`src/rtl/sbox_stage_seq.sv`:
```
// sbox_stage_seq: multi-cycle DES substitution (S1..S8), LANES boxes evaluated per clock.
// Valid/ready on both sides; the result is held in out_32 until the consumer takes it.
module sbox_stage_seq #(
    parameter int unsigned LANES = 2
) (
    input  logic        clk,
    input  logic        n_rst,
    input  logic        clear,
    input  logic        in_valid,
    output logic        in_ready,
    input  logic [47:0] in_48,
    output logic        out_valid,
    input  logic        out_ready,
    output logic [31:0] out_32,
    output logic        busy
);
    localparam int unsigned STEPS = 8 / LANES;
    localparam int unsigned CW = (STEPS > 1) ? $clog2(STEPS) : 1;
    localparam logic [CW-1:0] LAST_STEP = CW'(STEPS - 1);

    generate
        if (LANES != 1 && LANES != 2 && LANES != 4 && LANES != 8) begin : g_bad_lanes
            $error("sbox_stage_seq: LANES must be 1, 2, 4 or 8");
        end
    endgenerate

    // DES S-box tables; each entry is a nibble, entry (row*16+col) sits at the MSB end first.
    localparam logic [255:0] SBOX [8] = '{
        256'hE4D12FB83A6C5907_0F74E2D1A6CB9538_41E8D62BFC973A50_FC8249175B3EA06D,
        256'hF18E6B34972DC05A_3D47F28EC01A69B5_0E7BA4D158C6932F_D8A13F42B67C05E9,
        256'hA09E63F51DC7B428_D709346A285ECBF1_D6498F30B12C5AE7_1AD069874FE3B52C,
        256'h7DE3069A1285BC4F_D8B56F03472C1AE9_A690CB7DF13E5284_3F06A1D8945BC72E,
        256'h2C417AB6853FD0E9_EB2C47D150FA3986_421BAD78F9C5630E_B8C71E2D6F09A453,
        256'hC1AF92680D34E75B_AF427C9561DE0B38_9EF528C3704A1DB6_432C95FABE17608D,
        256'h4B2EF08D3C975A61_D0B7491AE35C2F86_14BDC37EAF680592_6BD814A7950FE23C,
        256'hD2846FB1A93E50C7_1FD8A374C56B0E92_7B419CE206ADF358_21E74A8DFC90356B
    };

    typedef enum logic [1:0] {IDLE, BUSY, DONE} state_t;

    state_t        state, state_nxt;
    logic [CW-1:0] step;
    logic [47:0]   in_reg;
    logic [5:0]    grp [8];
    logic [3:0]    work [8];
    logic [3:0]    work_nxt [8];
    logic [31:0]   work_flat;
    logic          accept;
    logic          last;

    // Box n takes group n (S1 at the MSB end) and drives nibble n of the result.
    for (genvar i = 0; i < 8; i++) begin : g_slice
        assign grp[i] = in_reg[47-6*i -: 6];
        assign work_flat[31-4*i -: 4] = work_nxt[i];
    end

    assign accept = in_valid & in_ready & ~clear;
    assign last   = (step == LAST_STEP);

    // State register.
    always_ff @(posedge clk or negedge n_rst) begin
        if (!n_rst) state <= IDLE;
        else        state <= state_nxt;
    end

    // Next-state logic; clear overrides everything.
    always_comb begin
        state_nxt = state;
        if (clear) begin
            state_nxt = IDLE;
        end else begin
            case (state)
                IDLE:    if (in_valid) state_nxt = BUSY;
                BUSY:    if (last) state_nxt = DONE;
                DONE:    if (out_ready) state_nxt = in_valid ? BUSY : IDLE;
                default: state_nxt = IDLE;
            endcase
        end
    end

    // Handshake and status outputs, decoded from state only.
    always_comb begin
        in_ready  = (state == IDLE) | ((state == DONE) & out_ready);
        out_valid = (state == DONE);
        busy      = (state == BUSY);
    end

    // Boxes step*LANES .. step*LANES+LANES-1 overwrite their nibbles of the working copy.
    always_comb begin
        logic [2:0]   bidx;
        logic [5:0]   g;
        logic [255:0] row;
        work_nxt = work;
        bidx = '0;
        g    = '0;
        row  = '0;
        for (int unsigned l = 0; l < LANES; l++) begin
            bidx = 3'(32'(step) * LANES + l);
            g    = grp[bidx];
            row  = SBOX[bidx] << {g[5], g[0], g[4:1], 2'b00};
            work_nxt[bidx] = row[255:252];
        end
    end

    // Datapath: capture on accept, substitute during BUSY, publish on the last step.
    always_ff @(posedge clk or negedge n_rst) begin
        if (!n_rst) begin
            in_reg <= '0;
            step   <= '0;
            work   <= '{default: '0};
            out_32 <= '0;
        end else if (accept) begin
            in_reg <= in_48;
            step   <= '0;
        end else if (state == BUSY && !clear) begin
            work <= work_nxt;
            if (last) out_32 <= work_flat;
            else      step   <= step + 1'b1;
        end
    end
endmodule

```
`config.mk`:
```
export PLATFORM = sky130hd
export DESIGN_NAME = sbox_stage_seq
export DESIGN_NICKNAME = d
export VERILOG_FILES = /design/src/rtl/sbox_stage_seq.sv
export SDC_FILE = /design/constraint.sdc
export NUM_CORES = 1
export LEC_CHECK = 0
export ABC_AREA = 1
export CAP_MARGIN = 10
export CORE_ASPECT_RATIO = 0.75
export CORE_UTILIZATION = 55
export DETAILED_ROUTE_END_ITERATION = 16
export GPL_TIMING_DRIVEN = 0
export MAX_ROUTING_LAYER = met4
export PLACE_DENSITY = 0.87
export SLEW_MARGIN = 20
export SYNTH_ARGS = -nofsm -noshare
export SYNTH_HDL_FRONTEND = slang
export SYNTH_SLANG_ARGS = --single-unit
```
`constraint.sdc`:
```
create_clock -name clk -period 7.1 [get_ports clk]
set_input_delay 1.42 -clock clk [delete_from_list [all_inputs] [get_ports clk]]
set_output_delay 1.42 -clock clk [all_outputs]
set_load 0.005 [all_outputs]
```
## Word-level counts from Yosys, hierarchy flattened

Memory sizes are Yosys's and may differ from the RTL's.
Index checks and enable logic that the tools add are counted.

| word-level totals | value |
|---|---|
| register bits | 116 |
| memory bits (read-only) | 4,096 |
| bits of input ports | 53 |
| output and inout port bits | 35 |
| word-level logic and storage cells | 72 |
| memories kept | 2 |

Memories:

| memory | depth | bits a word | rd ports | clocked after memory_dff | write ports | RTL line | text |
|---|---|---|---|---|---|---|---|
| (name not given) | 8 | 256 | 1 | 0 | 0 | 100 | `row = SBOX[bidx] << {g[5], g[0], g[4:1], 2'b00};` |
| (name not given) | 8 | 256 | 1 | 0 | 0 | 100 |  |

| operators by class | value |
|---|---|
| $add $sub $neg | 2 |
| $lt $le $gt $ge | 4 |
| eq/ne operators | 7 |
| shifts and indexed selects | 2 |
| mux-type cells | 25 |
| bitwise logic cells | 8 |
| reduce and logical (&&, ||, !) cells | 10 |

Operator list:

| operator | number |
|---|---|
| two-way mux 256 bit | 4 |
| left shift 256 x 8 -> 256 bit | 2 |
| bitwise mux 32 bit | 2 |
| binary-select mux 6 bit (select 3 bit) | 2 |
| demux 4 bit (select 3 bit) | 2 |
| two-way mux 6 bit | 4 |
| two-way mux 2 bit | 7 |
| greater-or-equal comparator 4 bit, second input constant | 2 |
| less-than comparator 4 x 1 -> 1 bit, second input constant | 2 |
| two-way mux 4 bit | 2 |
| inverter 3 -> 4 bit | 2 |
| != test 3 x 2 -> 1 bit, second input constant | 2 |
| case mux 2 bit (3 select lines) | 1 |
| AND reduction 3 bit | 2 |
| equality test 2 bit, second input constant | 2 |
| AND reduction 2 bit | 2 |
| adder 3 x 1 -> 3 bit, second input constant | 1 |
| AND 1 bit | 3 |
| logical AND 1 bit | 3 |
| != test 3 bit, second input constant | 1 |
| adder 2 x 1 -> 2 bit, second input constant | 1 |
| equality test 2 x 1 -> 1 bit, second input constant | 1 |
| zero test 2 bit | 1 |
| != test 2 bit, second input constant | 1 |
| other kinds (5) | 6 |

## Depth between registers and ports, before layout

Gate-level depths: netlist (run 1).

| logic depth | value |
|---|---|
| depth after elaboration | 7 |
| gate-level depth with buffers | 19 |
| mapped depth without buffers | 17 |

## Worst setup path after synthesis (run 1)

OpenSTA, ideal clock, no wires.

| path | value |
|---|---|
| kind | input to output |
| from | input port out_ready |
| to | output port in_ready |
| arrival | 1.572 ns |
| data required time | 5.680 ns |
| setup slack | 4.108 ns |
| stages on the path | 2 |
| path buffers | 0 |
| cells stage by stage | nor2_1 -> nor2_1 |

| between the ends | value |
|---|---|
| cells in the longest elaborated chain, start to end | 2 |

RTL lines:

| element | RTL line | text |
|---|---|---|
| from (decl) | 13 | `input logic out_ready,` |
| AND 1 bit | 83 | `in_ready = (state == IDLE) \| ((state == DONE) & out_ready);` |
| OR 1 bit | 83 |  |
| to (decl) | 10 | `output logic in_ready,` |

No other way between the ends.

## Worst setup path after layout (run 1)

Ends and elaborated chain as after synthesis.

==> results_dict.tcl, run 1 <==
set metrics [dict create \
    ir_worst_vdd_uv 256 \
    antenna_found_initial 0 \
    drcViolationCount 0 \
    postCtsHoldBufs 0 \
    netlist_area_mm2 0.00823 \
    synthTopCellsByArea "dfrtp_1 33%, nand2_1 23%, nand3_1 23%, inv_1 2.5%, buf_2 2.4%" \
    async_flop_share_pct 100 \
    worst_pin_slew_ns 0.827 \
    antenna_left 0 \
    die_w_um 143 \
    viasPerCell 6.33 \
    drive_gt1_share_pct 8.70 \
    grt.overflow.total 0 \
    rsz0062_at_grt "no" \
    numClockSinks 108 \
    criticalPathCategory "input port to primary output" \
    finalCriticalPeriod_ns 4.05 \
    ys_seq_elements 108 \
    fill_cells 1356 \
    core_mm2 0.0145 \
    cp.arrival_ns 2.63 \
    yosysWarnings 0 \
    hp-class "register to register" \
    drt-met1-wl_um 13000 \
    ys.flop_type "dfrtp_1" \
    io_buffers 87 \
    max-cap-violations 0 \
    period_share_pct 57.0 \
    avgSynthCellArea_um2 6.23 \
    yosysTopAreaCellShare_pct 32.8 \
    total_power_w 0.00545 \
    synth_nets 1389 \
    p_leak_nw 5.01 \
    yosys-top-cells-count "507 x nand2_1, 380 x nand3_1, 108 x dfrtp_1" \
    fin_skew_ns 0.00618 \
    syn2layout_area_growth_pct 17.6 \
    ys_types 29 \
    post_cts_resized 0 \
    die_y_um 108 \
    finalSetupTns_ns 0 \
    final_net_count 1488 \
    cp_max_fo 2 \
    grt_pass1_vias 9877 \
    outcome "finished clean" \
    groute.usage.overall_pct 47.0 \
    yosysTopAreaCell "dfrtp_1" \
    wire_per_inst_um 20.5 \
    gp_congestion 1.18 \
    wl_met3_um 5110 \
    p_per_area_mw_per_mm2 564 \
    postCtsSetupBuffers 0 \
    grt_max_degree 62 \
    wirelength_um 33400 \
    postSynthCellCount 1321 \
    drtPass1Iterations 7 \
    top_layer "met4" \
    hold_viol 0 \
    first_iter_violations 1746 \
    crit_required_ns 5.68 \
    setup_violations 0 \
    yosysSeqAreaShare_pct 32.8 \
    drv_slew 0 \
    dieArea_mm2 0.0155 \
    end_kind "primary output" \
    initial_utilization_pct 56.6 \
    maxSlewHeadroom_pct 44.5 \
    start_kind "input port" \
    insertion_delay_ns 0.37 \
    yosysMostFrequentCell "nand2_1" \
    dr_wl_met2_um 13500 \
    cts_made_buffers 9 \
    grt_pass1_wl_um 52800 \
    vias 10291 \
    cts_buffer_depth 2 \
    tritoncts "yes" \
    post-dp-hpwl_um 24300 \
    cts.root.buffer_cell "clkbuf_16" \
    clock.fmax_ghz 0.247 \
    std_cell_rows 38 \
    htree_levels 3 \
    path_clk_slew_ns 0.07 \
    io_pins 88 \
    synth_edf_count 0 \
    antennaDiodeCount 0 \
]
-- through the flow --
step           instances  worst slack [ns]  instance area (um^2)  hold WS, ns  utilization [%]
2_1_floorplan       1321              4.11                  8230        0.441                -
3_3_place_gp        1608             0.533                  9350        0.453             64.3
3_5_place_dp        1609              3.06                  9380        0.462             64.5
4_1_cts             1625              3.05                  9680        0.483             66.5
5_1_grt             1625              2.98                  9680        0.502             66.5
6_report            1625              3.05                  9680        0.479             66.5
-- final timing paths --
kind | start | to | slack, ns | depth (start not counted)
worst min register to register | out_32[3] | out_32[3] | 0.48 | 2
worst max-delay path | out_ready | in_ready | 3.05 | 4
min in group asynchronous | n_rst | grp[46] | 0.98 | 1
worst min-delay path | out_32[3] | out_32[3] | 0.48 | 2
worst max register to register | step[1] | out_32[12] | 3.54 | 14
max in group asynchronous | n_rst | work[11] | 5.45 | 2
-- critical path: stages --
cell and delay (ns):
clkdlybuf4s50_1 0.48, nor2_1 0.05, nor2_1 0.15, clkdlybuf4s50_1 0.53
-- layer usage --
| layer | track usage (%) | vias up |
|---|---|---|
| met5 | - | - |
| li1 | - | 4535 |
| met1 | 61.9 | 4690 |
| met4 | 20.9 | 0 |
| met2 | 64.4 | 870 |
| met3 | 16.6 | 196 |
-- area by class of cell --
class	count	area (um^2)	share of cell area (%)
Multi-Input combinational cell	1066	4890	50.5
Sequential cell	108	2700	27.9
Timing Repair Buffer	88	900	9.30
Buffer	77	375	3.88
Inverter	70	263	2.72
Tap cell	200	250	2.59
Clock buffer	10	239	2.47
Clock inverter	6	58.8	0.608
-- cells in the final DEF, fill, tap and decap left out, types with 11 or more instances in the layout --
cell             netlist  final
inv_1                 54     54
clkbuf_1              26     26
inv_2                 15     15
buf_2                 39     39
clkdlybuf4s50_1        0     86
o21ai_1               11     11
or2_2                 26     26
dfrtp_1              108    108
ha_1                  15     15
nand3_1              380    380
a21oi_1               19     19
nor2_1                45     45
nand2_1              507    507
o21ai_0               27     27
-- kinds of logic after synthesis --
logic type	Yosys count	share of synthesized area (%)
buffers and inverters	147	7.76
flip-flops	108	32.8
adder cells (fa/ha/maj)	15	2.28
AND/OR/NAND/NOR	981	52.5
AO/OA/AOI/OAI	70	4.58
-- sequential cells by signal, summed over array words and instances (netlist names) --
register	flops
state	2
work	24
out_32	32
step	2
grp	48
-- power breakdown --
part	internal [W]	switching [W]	total (W)
combinational	0.00124	0.00276	0.00400
sequential	0.000812	0.000126	0.000937
clock	0.000255	0.000260	0.000515
total	0.00231	0.00314	0.00545
(Power assumes the default switching activity.)
==> run 2, diff against run 1 <==
==> constraint.sdc (replaced) <==
create_clock -name clk -period 3.75 [get_ports clk]
set_input_delay 0.75 -clock clk [delete_from_list [all_inputs] [get_ports clk]]
set_output_delay 0.75 -clock clk [all_outputs]
set_load 0.005 [all_outputs]
==> results_dict.tcl, run 2 (synthesis gave the netlist of run 1 again) <==
set metrics [dict create \
    crit_chain "inv_2, nor2_4, nand2_1, nand2_1, nor2_4, ha_1, a21oi_1, nand2_1, nand3_1, nand3_1, nand3_1, nand3_1, nand3_1, nand2_1" \
    std_cell_rows 38 \
    first_iter_violations 1636 \
    finalSetupTns_ns 0 \
    hp-class "input port to asynchronous set/reset pin" \
    utilization_pct 66.5 \
    final_net_count 1488 \
    viasPerCell 6.32 \
    total_power_w 0.0103 \
    post-dp-hpwl_um 24300 \
    path_clk_slew_ns 0.08 \
    wirelength_um 33400 \
    hold_viol 0 \
    numClockSinks 108 \
    io_buffers 87 \
    postCtsHoldBufs 0 \
    postCtsSetupBuffers 0 \
    grt_use_met2_pct 64.0 \
    initial_utilization_pct 56.6 \
    gp_congestion 1.18 \
    use_met1_pct 61.3 \
    fin_skew_ns 0.00673 \
    die_y_um 108 \
    clock.fmax_ghz 0.288 \
    cts_buffer_depth 2 \
    final_cell_mix "507 x nand2_1, 380 x nand3_1, 108 x dfrtp_1" \
    vias 10266 \
    wire_per_inst_um 20.6 \
    htree_levels 3 \
    busiest_layer "met2" \
    antenna_found_initial 0 \
    antenna_left 0 \
    layout_commonest_cell "nand2_1" \
    insertion_delay_ns 0.37 \
    finalCriticalPeriod_ns 3.48 \
    io_pins 88 \
    cp_max_fo 15 \
    crit_required_ns 4.01 \
    end_kind "register" \
    drcViolationCount 0 \
    drtPass1Iterations 8 \
    p_leak_nw 5.01 \
    cts_made_buffers 9 \
    drv_slew 0 \
    cp_slowest_stage_delay_ns 0.64 \
    start_kind "register" \
    p_per_area_mw_per_mm2 1070 \
    drive_gt1_share_pct 8.70 \
    syn2layout_area_growth_pct 17.6 \
    period_share_pct 92.7 \
    outcome "finished clean" \
    met3_usage_pct 16.9 \
    grt_max_degree 62 \
    groute.usage.overall_pct 46.8 \
    grt.overflow.total 0 \
    critPathBufInv 1 \
    slowest_stage "dfrtp_1" \
    cp.arrival_ns 3.73 \
    worst_pin_slew_ns 0.851 \
    grt_pass1_vias 9889 \
    max-cap-violations 0 \
    cts.root.buffer_cell "clkbuf_16" \
    cpLargestDelayFamily "simple AND/OR/NAND/NOR gates" \
    setup_violations 0 \
    post_cts_resized 0 \
    tritoncts "yes" \
    grt_pass1_wl_um 52700 \
    largest_reg_flops 48 \
    dieArea_mm2 0.0155 \
    criticalPathCategory "register to register" \
    antennaDiodeCount 0 \
    core_mm2 0.0145 \
    rsz0062_at_grt "no" \
    die_w_um 143 \
    crit_top_cell "nand3_1" \
    ir_worst_vdd_uv 485 \
    maxSlewHeadroom_pct 42.9 \
]
==> run 2: cell counts in the layout (fill, tap and decap cells not counted) <==
No cell type changed its count.
==> run 2: final cells by class <==
type,count,area [um^2]
multi-input combinational,1066,4890
fill,1356,4870
sequential,108,2700
timing repair buffer,88,900
buffer,77,375
inverter,70,263
tap,200,250
clock buffer,10,239
clock inverter,6,58.8
==> run 2: worst paths after layout <==
kind | from | to | slack, ns | cells after the start
max in group asynchronous | n_rst | work[11] | 2.76 | 2
min in group clk | out_32[3] | out_32[3] | 0.48 | 2
hold / removal | n_rst | grp[46] | 0.30 | 1
setup reg to reg | step[1] | out_32[12] | 0.27 | 14
hold reg to reg | out_32[3] | out_32[3] | 0.48 | 2
setup / recovery | step[1] | out_32[12] | 0.27 | 14
==> run 2: power breakdown <==
group	switching, W	internal [W]
Clock	0.000488	0.000483
Sequential	0.000237	0.00154
Combinational	0.00522	0.00235
Total	0.00595	0.00437
==> run 2: stage by stage <==
| step | std cells | area, um^2 | setup WS [ns] | hold WS, ns |
|---|---|---|---|---|
| global route | 1625 | 9680 | 0.125 | 0.354 |
| finish | 1625 | 9680 | 0.272 | 0.304 |
| global placement | 1608 | 9350 | -2.15 | 0.453 |
| CTS | 1625 | 9680 | 0.469 | 0.328 |
| floorplan | 1321 | 8230 | 1.35 | 0.441 |
| detailed placement | 1609 | 9380 | 0.382 | 0.462 |
==> run 2: per-layer routing <==
metal	vias up	share of wire, %
met4	0	4.9
met3	185	15
li1	4533	-
met5	-	0
met1	4680	39
met2	868	41
